File: src/rtl/level_meter_if.sv
// Sample stream into the level meter: signed audio word plus its valid qualifier.
interface level_meter_if #(
  parameter int DATA_W = 16
);
  logic signed [DATA_W-1:0] data_in;
  logic                     data_valid;

  modport master (output data_in, data_valid);
  modport slave  (input  data_in, data_valid);
endinterface

File: src/rtl/level_meter.sv
// Windowed peak bargraph meter with instant attack / one-LED-per-window release.
// Optional peak-hold dot compiled in with LEVEL_METER_PEAK_HOLD_EN.
//
// state  | meaning
// ACC    | accumulating max |sample| of the current window
// UPDATE | one cycle: convert peak to a level, register led and window_tick
module level_meter #(
  parameter int DATA_W        = 16,
  parameter int N_LEDS        = 16,
  parameter int WINDOW_CYCLES = 3000000,
  parameter int HOLD_WINDOWS  = 8
) (
  input  logic              clk,
  input  logic              rst_n,
  level_meter_if.slave      smp,
  output logic [N_LEDS-1:0] led,
  output logic              window_tick
);

  localparam int LVL_W = $clog2(N_LEDS + 1);
  localparam int P_W   = DATA_W + LVL_W;
  localparam int CNT_W = $clog2(WINDOW_CYCLES);
  localparam int HC_W  = $clog2(HOLD_WINDOWS + 1);
  localparam logic [CNT_W-1:0] TC_VAL = CNT_W'(WINDOW_CYCLES - 1);

  if (DATA_W < 4 || DATA_W > 32 || N_LEDS < 2 || N_LEDS > 32 ||
      WINDOW_CYCLES < 2 || HOLD_WINDOWS < 1 || HC_W < 1) begin : g_param_check
    $error("level_meter: parameter out of range");
  end

  typedef enum logic {ACC = 1'b0, UPDATE = 1'b1} state_t;

  state_t             state_q, state_d;
  logic               upd;
  logic [CNT_W-1:0]   cnt_q;
  logic               tc;
  logic [DATA_W-1:0]  raw, mag;
  logic [DATA_W-1:0]  acc_q, acc_d;
  logic [P_W-1:0]     prod, scaled;
  logic [LVL_W-1:0]   new_level, bar_q, bar_d;
  logic [N_LEDS-1:0]  bar_led, led_d;

  assign raw = smp.data_in;
  assign tc  = (cnt_q == TC_VAL);

  // Two's-complement negate in unsigned DATA_W bits: the most-negative code maps to 2^(DATA_W-1).
  always_comb begin
    mag = raw;
    if (raw[DATA_W-1]) mag = ~raw + DATA_W'(1);
  end

  always_comb begin
    state_d = state_q;
    upd     = 1'b0;
    case (state_q)
      ACC:    if (tc) state_d = UPDATE;
      UPDATE: begin
        upd     = 1'b1;
        state_d = ACC;
      end
      default: state_d = ACC;
    endcase
  end

  always_comb begin
    acc_d = acc_q;
    if (upd) begin
      acc_d = smp.data_valid ? mag : '0;
    end else if (smp.data_valid && (mag > acc_q)) begin
      acc_d = mag;
    end
  end

  always_comb begin
    prod      = P_W'(acc_q) * P_W'(N_LEDS);
    scaled    = prod >> (DATA_W - 1);
    new_level = (scaled > P_W'(N_LEDS)) ? LVL_W'(N_LEDS) : scaled[LVL_W-1:0];
    bar_d     = (new_level >= bar_q) ? new_level : bar_q - LVL_W'(1);
    bar_led   = '0;
    for (int i = 0; i < N_LEDS; i++) bar_led[i] = (i < int'(bar_d));
  end

`ifdef LEVEL_METER_PEAK_HOLD_EN
  logic [LVL_W-1:0] hold_q, hold_d;
  logic [HC_W-1:0]  hcnt_q, hcnt_d;

  always_comb begin
    hold_d = hold_q;
    hcnt_d = hcnt_q;
    if (bar_d >= hold_q) begin
      hold_d = bar_d;
      hcnt_d = HC_W'(HOLD_WINDOWS);
    end else if (hcnt_q != '0) begin
      hcnt_d = hcnt_q - HC_W'(1);
    end else begin
      hold_d = hold_q - LVL_W'(1);
    end
    led_d = bar_led;
    for (int i = 0; i < N_LEDS; i++) begin
      if ((hold_d != '0) && (i == int'(hold_d) - 1)) led_d[i] = 1'b1;
    end
  end

  always_ff @(posedge clk or negedge rst_n) begin
    if (!rst_n) begin
      hold_q <= '0;
      hcnt_q <= '0;
    end else if (upd) begin
      hold_q <= hold_d;
      hcnt_q <= hcnt_d;
    end
  end
`else
  always_comb led_d = bar_led;
`endif

  always_ff @(posedge clk or negedge rst_n) begin
    if (!rst_n) begin
      state_q     <= ACC;
      cnt_q       <= '0;
      acc_q       <= '0;
      bar_q       <= '0;
      led         <= '0;
      window_tick <= 1'b0;
    end else begin
      state_q     <= state_d;
      cnt_q       <= tc ? '0 : cnt_q + CNT_W'(1);
      acc_q       <= acc_d;
      window_tick <= upd;
      if (upd) begin
        bar_q <= bar_d;
        led   <= led_d;
      end
    end
  end

endmodule

File: src/flat_wrapper.sv
// flat-port wrapper written by rule: the top's interface ports become plain ports
module level_meter_flat 
#(
  parameter int DATA_W        = 16,
  parameter int N_LEDS        = 16,
  parameter int WINDOW_CYCLES = 3000000,
  parameter int HOLD_WINDOWS  = 8
)
  (clk, rst_n, led, window_tick, smp_data_in, smp_data_valid);
  level_meter_if #(.DATA_W(DATA_W)) smp_i ();
  input  logic clk;
  input  logic rst_n;
  output logic [N_LEDS-1:0] led;
  output logic window_tick;
  input wire logic [$bits(smp_i.data_in)-1:0] smp_data_in;
  input wire logic [$bits(smp_i.data_valid)-1:0] smp_data_valid;
  assign smp_i.data_in = smp_data_in;
  assign smp_i.data_valid = smp_data_valid;
  level_meter #(.DATA_W(DATA_W), .N_LEDS(N_LEDS), .WINDOW_CYCLES(WINDOW_CYCLES), .HOLD_WINDOWS(HOLD_WINDOWS)) u_core (.clk(clk), .rst_n(rst_n), .smp(smp_i), .led(led), .window_tick(window_tick));
endmodule
File: config.mk
export PLATFORM = sky130hd
export DESIGN_NAME = level_meter_flat
export DESIGN_NICKNAME = d
export VERILOG_FILES = /design/src/rtl/level_meter_if.sv /design/src/rtl/level_meter.sv /design/src/flat_wrapper.sv
export SDC_FILE = /design/constraint.sdc
export NUM_CORES = 1
export LEC_CHECK = 0
export ABC_AREA = 0
export BUFFER_PORTS_ARGS = -buffer_cell sky130_fd_sc_hd__buf_2
export CAP_MARGIN = 30
export CORE_ASPECT_RATIO = 0.6
export CORE_MARGIN = 3
export CORE_UTILIZATION = 60
export DETAILED_ROUTE_END_ITERATION = 16
export GPL_TIMING_DRIVEN = 0
export PLACE_DENSITY = 0.88
export SLEW_MARGIN = 10
export SYNTH_ARGS = -nofsm -noshare
export SYNTH_HDL_FRONTEND = slang
export SYNTH_SLANG_ARGS = --single-unit
File: constraint.sdc
create_clock -name clk -period 5.64 [get_ports clk]
set_clock_uncertainty 0.15 [all_clocks]
set_input_delay 0 -clock clk [delete_from_list [all_inputs] [get_ports clk]]
set_output_delay 0 -clock clk [all_outputs]
set_load 0.02 [all_outputs]
Yosys cells after proc, flatten, opt, wreduce, memory -nomap -nowiden
Cells that the tools add are included.

Flip-flop bits (word level): 61. Latch bits: 0. RAM bits: 0. ROM bits: 0. Word-level logic and storage cells: 43. Memories: 0.

Add/sub/neg operators: 3. Multipliers: 0. Divide/modulo/power cells: 0. Order comparisons: 19. Equal/unequal tests: 1. Shifts and indexed selects: 0. Mux-type cells: 10. Bitwise operators: 2. Reduce and logical (&&, ||, !) cells: 2.

Operators with widths (number): 16-bit two-way mux (4); 4-bit by 5-bit less-than comparator with 1-bit output, first input constant (8); 22-bit by 1-bit adder with 22-bit output, second input constant (1); 22-bit equality test, second input constant (1); 22-bit two-way mux (1); 3-bit by 5-bit less-than comparator with 1-bit output, first input constant (4); 16-bit by 1-bit adder with 16-bit output, second input constant (1); 16-bit greater-than comparator (1); 16-bit NOT (1); 1-bit by 5-bit less-than comparator with 1-bit output, first input constant (2); 2-bit by 5-bit less-than comparator with 1-bit output, first input constant (2); 5-bit two-way mux (2); 5-bit >= comparator (1); 5-bit greater-than comparator, second input constant (1); 5-bit by 1-bit subtractor with 5-bit output, second input constant (1); 1-bit two-way mux (2); 1-bit case mux with 2 select lines (1); 2-bit nonzero test (1); 1-bit logical AND (1); 1-bit NOT (1).

Longest topological paths before layout
Depth in word-level cells: 7. Gate-level depth with buffers: 14.

Worst setup path after synthesis
OpenSTA, ideal clock, no wires.

Path type: in2reg. Start point: input port smp_data_in[10]. End point: register u_core.acc_q[0]. Library setup time: 0.130 ns. Data arrival time: 3.028 ns. Data required time: 5.360 ns. Setup slack: 2.332 ns. Stages on the path: 11. Buffers on the path: 1. Path through: or4_4 or3_4 o41ai_4 xnor2_1 ha_1 nand4_1 o41ai_2 inv_1 clkbuf_1 o211ai_1 nand3_1.

Cells in the longest elaborated chain, start to end: 6.

RTL lines: start: declaration (line flat_wrapper.sv:15) `input wire logic [$bits(smp_i.data_in)-1:0] smp_data_in;`; 16-bit NOT (line level_meter.sv:49) `if (raw[DATA_W-1]) mag = ~raw + DATA_W'(1);`; 16-bit by 1-bit adder with 16-bit output (line level_meter.sv:49); 16-bit two-way mux * (line level_meter.sv:49); 16-bit greater-than comparator * (line level_meter.sv:69) `end else if (smp.data_valid && (mag > acc_q)) begin`; 1-bit logical AND * (line level_meter.sv:69); 2-bit nonzero test (no line) *; end signal: assignment (line level_meter.sv:121) `acc_q <= '0;`; end signal: assignment (line level_meter.sv:128) `acc_q <= acc_d;`; end: declaration (line level_meter.sv:38) `logic [DATA_W-1:0] acc_q, acc_d;`.

Every way passes the cells marked *; elsewhere a longest branch is shown, timed or not. A chain may end at the register's enable or synchronous reset.

Worst setup path in the final report
Start point: input port smp_data_in[10]. End point: register u_core.acc_q[6].

Same word-level chain as after synthesis.

==> impl_metrics.env <==
export IMPL_fin_crit_ns=4.89
export IMPL_post_drt_wl_per_cell_um=17.5
export IMPL_num_io_pins=36
export IMPL_antennaDiodeCount=0
export IMPL_setup_viol=0
export IMPL_areaGrowthSynthToFinish_pct=18.6
export IMPL_cp_depth=14
export IMPL_ff2ff_path_depth=9
export IMPL_placedCellCount=568
export IMPL_initial_core_util=0.628
export IMPL_fin_crit_sh=0.866
export IMPL_layout_cells_non_filler=604
export IMPL_critical_path_top_delay_family="buffers and inverters"
export IMPL_synthTopCellsByArea="dfrtp_1 38%, ha_1 7.7%, nor2_1 5.1%"
export IMPL_path_clk_slew_ns=0.07
export IMPL_drc=0
export IMPL_fin_ws_ns=0.754
export IMPL_die_area_sq_mm=0.00755
export IMPL_ys_seq_elements=60
export IMPL_drv_slew=0
export IMPL_synth_cell_type_count=49
export IMPL_fp_coreArea_sq_mm=0.00622
export IMPL_worst_pin_slew_ns=1.06
export IMPL_powerDensity_mw_per_mm2=368
export IMPL_r2r_end="u_core.acc_q[6]"
export IMPL_path_cells="dlygate4sd3_1 > buf_2 > or4_4 > or3_4 > o41ai_4 > xnor2_1 > ha_1 > nand4_1 > o41ai_2 > inv_1 > clkbuf_1 > nand2_1 > o211ai_1 > dlygate4sd3_1"
export IMPL_grt_usage=0.293
export IMPL_synth_ff_type="dfrtp_1"
export IMPL_cp_required_ns=5.72
export IMPL_hold_depth=5
export IMPL_max_stage_delay_ns=0.85
export IMPL_start_kind="input port"
export IMPL_p_leak_nw=2.20
export IMPL_hold_viol=0
export IMPL_h_tree_depth=3
export IMPL_maxCapViolations=0
export IMPL_chipHeight_um=68.5
export IMPL_path_class="in2reg"
export IMPL_cts_sinks=60
export IMPL_cts_buffers_inserted=9
export IMPL_rsz0062_at_grt="no"
export IMPL_grt_pass1_wl_mm=16.9
export IMPL_layout_drive_gt1_share=0.131
export IMPL_crit_path_start="smp_data_in[10]"
export IMPL_clkLatencyLatePin_ns=0.34
export IMPL_r2r_start="u_core.acc_q[15]"
export IMPL_r2r_slack_ns=1.91
export IMPL_dpl_instance_area_sq_mm=0.00419
export IMPL_final_setup_tns_ns=0
export IMPL_routed_wl_mm=10.6
export IMPL_cp_arrival_ns=4.96
export IMPL_critPathCaptureType="register"
export IMPL_post_route_util=0.745
export IMPL_synth_fa_ha_area_frac=0.0768
export IMPL_cts_setup_buffers=0
export IMPL_gp_congestion=0.847
export IMPL_cp_num_buf_inv=5
export IMPL_yosysSeqAreaShare=0.384
export IMPL_fmax_mhz=205
export IMPL_clockRootBuffer="clkbuf_8"
export IMPL_syn_inst=449
export IMPL_synth_compound_area_frac=0.162
export IMPL_crit_end="u_core.acc_q[6]"
export IMPL_yosysWarnings=0
export IMPL_synthMuxAreaShare=0.0295
export IMPL_holdBufCountCts=19
export IMPL_dpl_hpwl_mm=7.04
export IMPL_netlist_area_sq_mm=0.00391
export IMPL_first_pass_iters=5
export IMPL_vias=3778
export IMPL_fin_nets=558
export IMPL_slew_headroom=0.287
export IMPL_cts_resized=0
export IMPL_synth_fp_nets=492
export IMPL_synth_top_family_by_area="simple AND/OR/NAND/NOR gates"
export IMPL_postLayoutCellArea_sq_mm=0.00463
export IMPL_antenna_found_initial=0
export IMPL_crit_slowest_cell="o41ai_2"
export IMPL_yosys_area_share_simple=0.218
export IMPL_place_ws_ns=1.65
export IMPL_vias_per_cell=6.25
export IMPL_vdd_drop_max_v=0.000270
export IMPL_first_iter_violations=515
export IMPL_worst_path_most_repeated_cell="dlygate4sd3_1"
export IMPL_clockBufferDepth=2
export IMPL_avgSynthCellArea_sq_um=8.70
export IMPL_grt_pass1_vias=3649
export IMPL_io_buffers=35
export IMPL_synth_top_area_share=0.384
export IMPL_grt_overflow=0
export IMPL_grt_max_degree=61
export IMPL_yosysTopAreaCell="dfrtp_1"
export IMPL_die_w_um=110
export IMPL_status="finished clean"
export IMPL_cts_tree="yes"
export IMPL_antenna_left=0
export IMPL_synth_edf_count=0
export IMPL_async_flop_share=1.00
export IMPL_cp_max_fo=10
export IMPL_synth_xor_area_frac=0.0785
export IMPL_min_path_type="in2reg"
export IMPL_rows=22
cell usage in the layout (no fill, tap or decap), types with 6 or more instances in the layout:
cell type,n
dfrtp_1,60
nor2_1,53
nand2_1,44
buf_2,39
inv_1,32
nand3_1,32
ha_1,24
xnor2_1,22
dlygate4sd3_1,19
o211ai_1,16
o21ai_0,15
a21oi_1,15
a22oi_1,14
clkbuf_1,13
xor2_1,13
nand4_1,13
nor3_1,11
clkbuf_8,10
mux2i_1,7
o31ai_1,6
through the flow:
stage	hold slack [ns]	total power [W]
finish	0.0480	0.00170
global route	0.0261	0.00179
CTS	0.0128	0.00167
detailed placement	-0.0275	0.00114
global placement	0.187	0.00111
floorplan	-0.446	0.000980
where the power goes:
part | internal [W] | switching, W
sequential | 0.000485 | 0.0000241
clock | 0.000306 | 0.000179
combinational | 0.000277 | 0.000434
total | 0.00107 | 0.000637
area by class of cell:
| class | instances | area [sq um] |
|---|---|---|
| Buffer | 18 | 76.3 |
| Clock buffer | 10 | 138 |
| Multi-Input combinational cell | 339 | 2210 |
| Inverter | 32 | 120 |
| Tap cell | 84 | 105 |
| Timing Repair Buffer | 55 | 373 |
| Fill cell | 421 | 1590 |
| Clock inverter | 6 | 111 |
| Sequential cell | 60 | 1500 |
tightest hold or removal path: stages:
cell      delay (ns)
buf_2           0.11
inv_1           0.06
o21ai_0         0.16
nand2_1         0.09
o211ai_1        0.08
synth_stat cells, types with 4 or more instances:
library cell  number
o211ai_1          16
a21oi_1           15
xor2_1            13
clkbuf_1          13
buf_2              4
a21o_1             5
nor3_1            11
o31ai_1            6
nor2_1            53
xnor2_1           22
mux2i_1            7
nor2b_1            5
nand3_1           32
mux2_2             4
nand2_1           44
inv_1             32
o21ai_0           15
dfrtp_1           60
nand4_1           13
ha_1              24
a22oi_1           14
flip-flops by register name, indices dropped and copies added, names as in the netlist:
name	count
u_core.state_q	1
u_core.cnt_q	22
u_core.led	15
u_core.bar_q	5
u_core.acc_q	16
u_core.window_tick	1
layer usage:
layer / track usage / vias to the layer above / share of wire
met3: 0.0716 / 35 / 0.099
met1: 0.396 / 1784 / 0.43
met5: 0 / - / 0
met4: 0.108 / 0 / 0.020
met2: 0.463 / 232 / 0.46
li1: - / 1727 / -
worst min path at each step:
stage | start | endpoint
after floorplan | rst_n | u_core.acc_q[0]
after global placement | smp_data_in[0] | u_core.acc_q[0]
after detailed placement | rst_n | u_core.cnt_q[4]
after CTS | smp_data_in[14] | u_core.acc_q[15]
after global routing | smp_data_in[14] | u_core.acc_q[14]
final | smp_data_in[1] | u_core.acc_q[1]
cell families (layout without fill, tap and decap cells):
kind of cell,Yosys count,in the layout
compound gates,89,89
xor+xnor,35,35
simple gates,180,180
fa+ha+maj,24,24
flops,60,60
mux,11,11
buf+inv,50,121
Power figures use the tool's default switching activity.
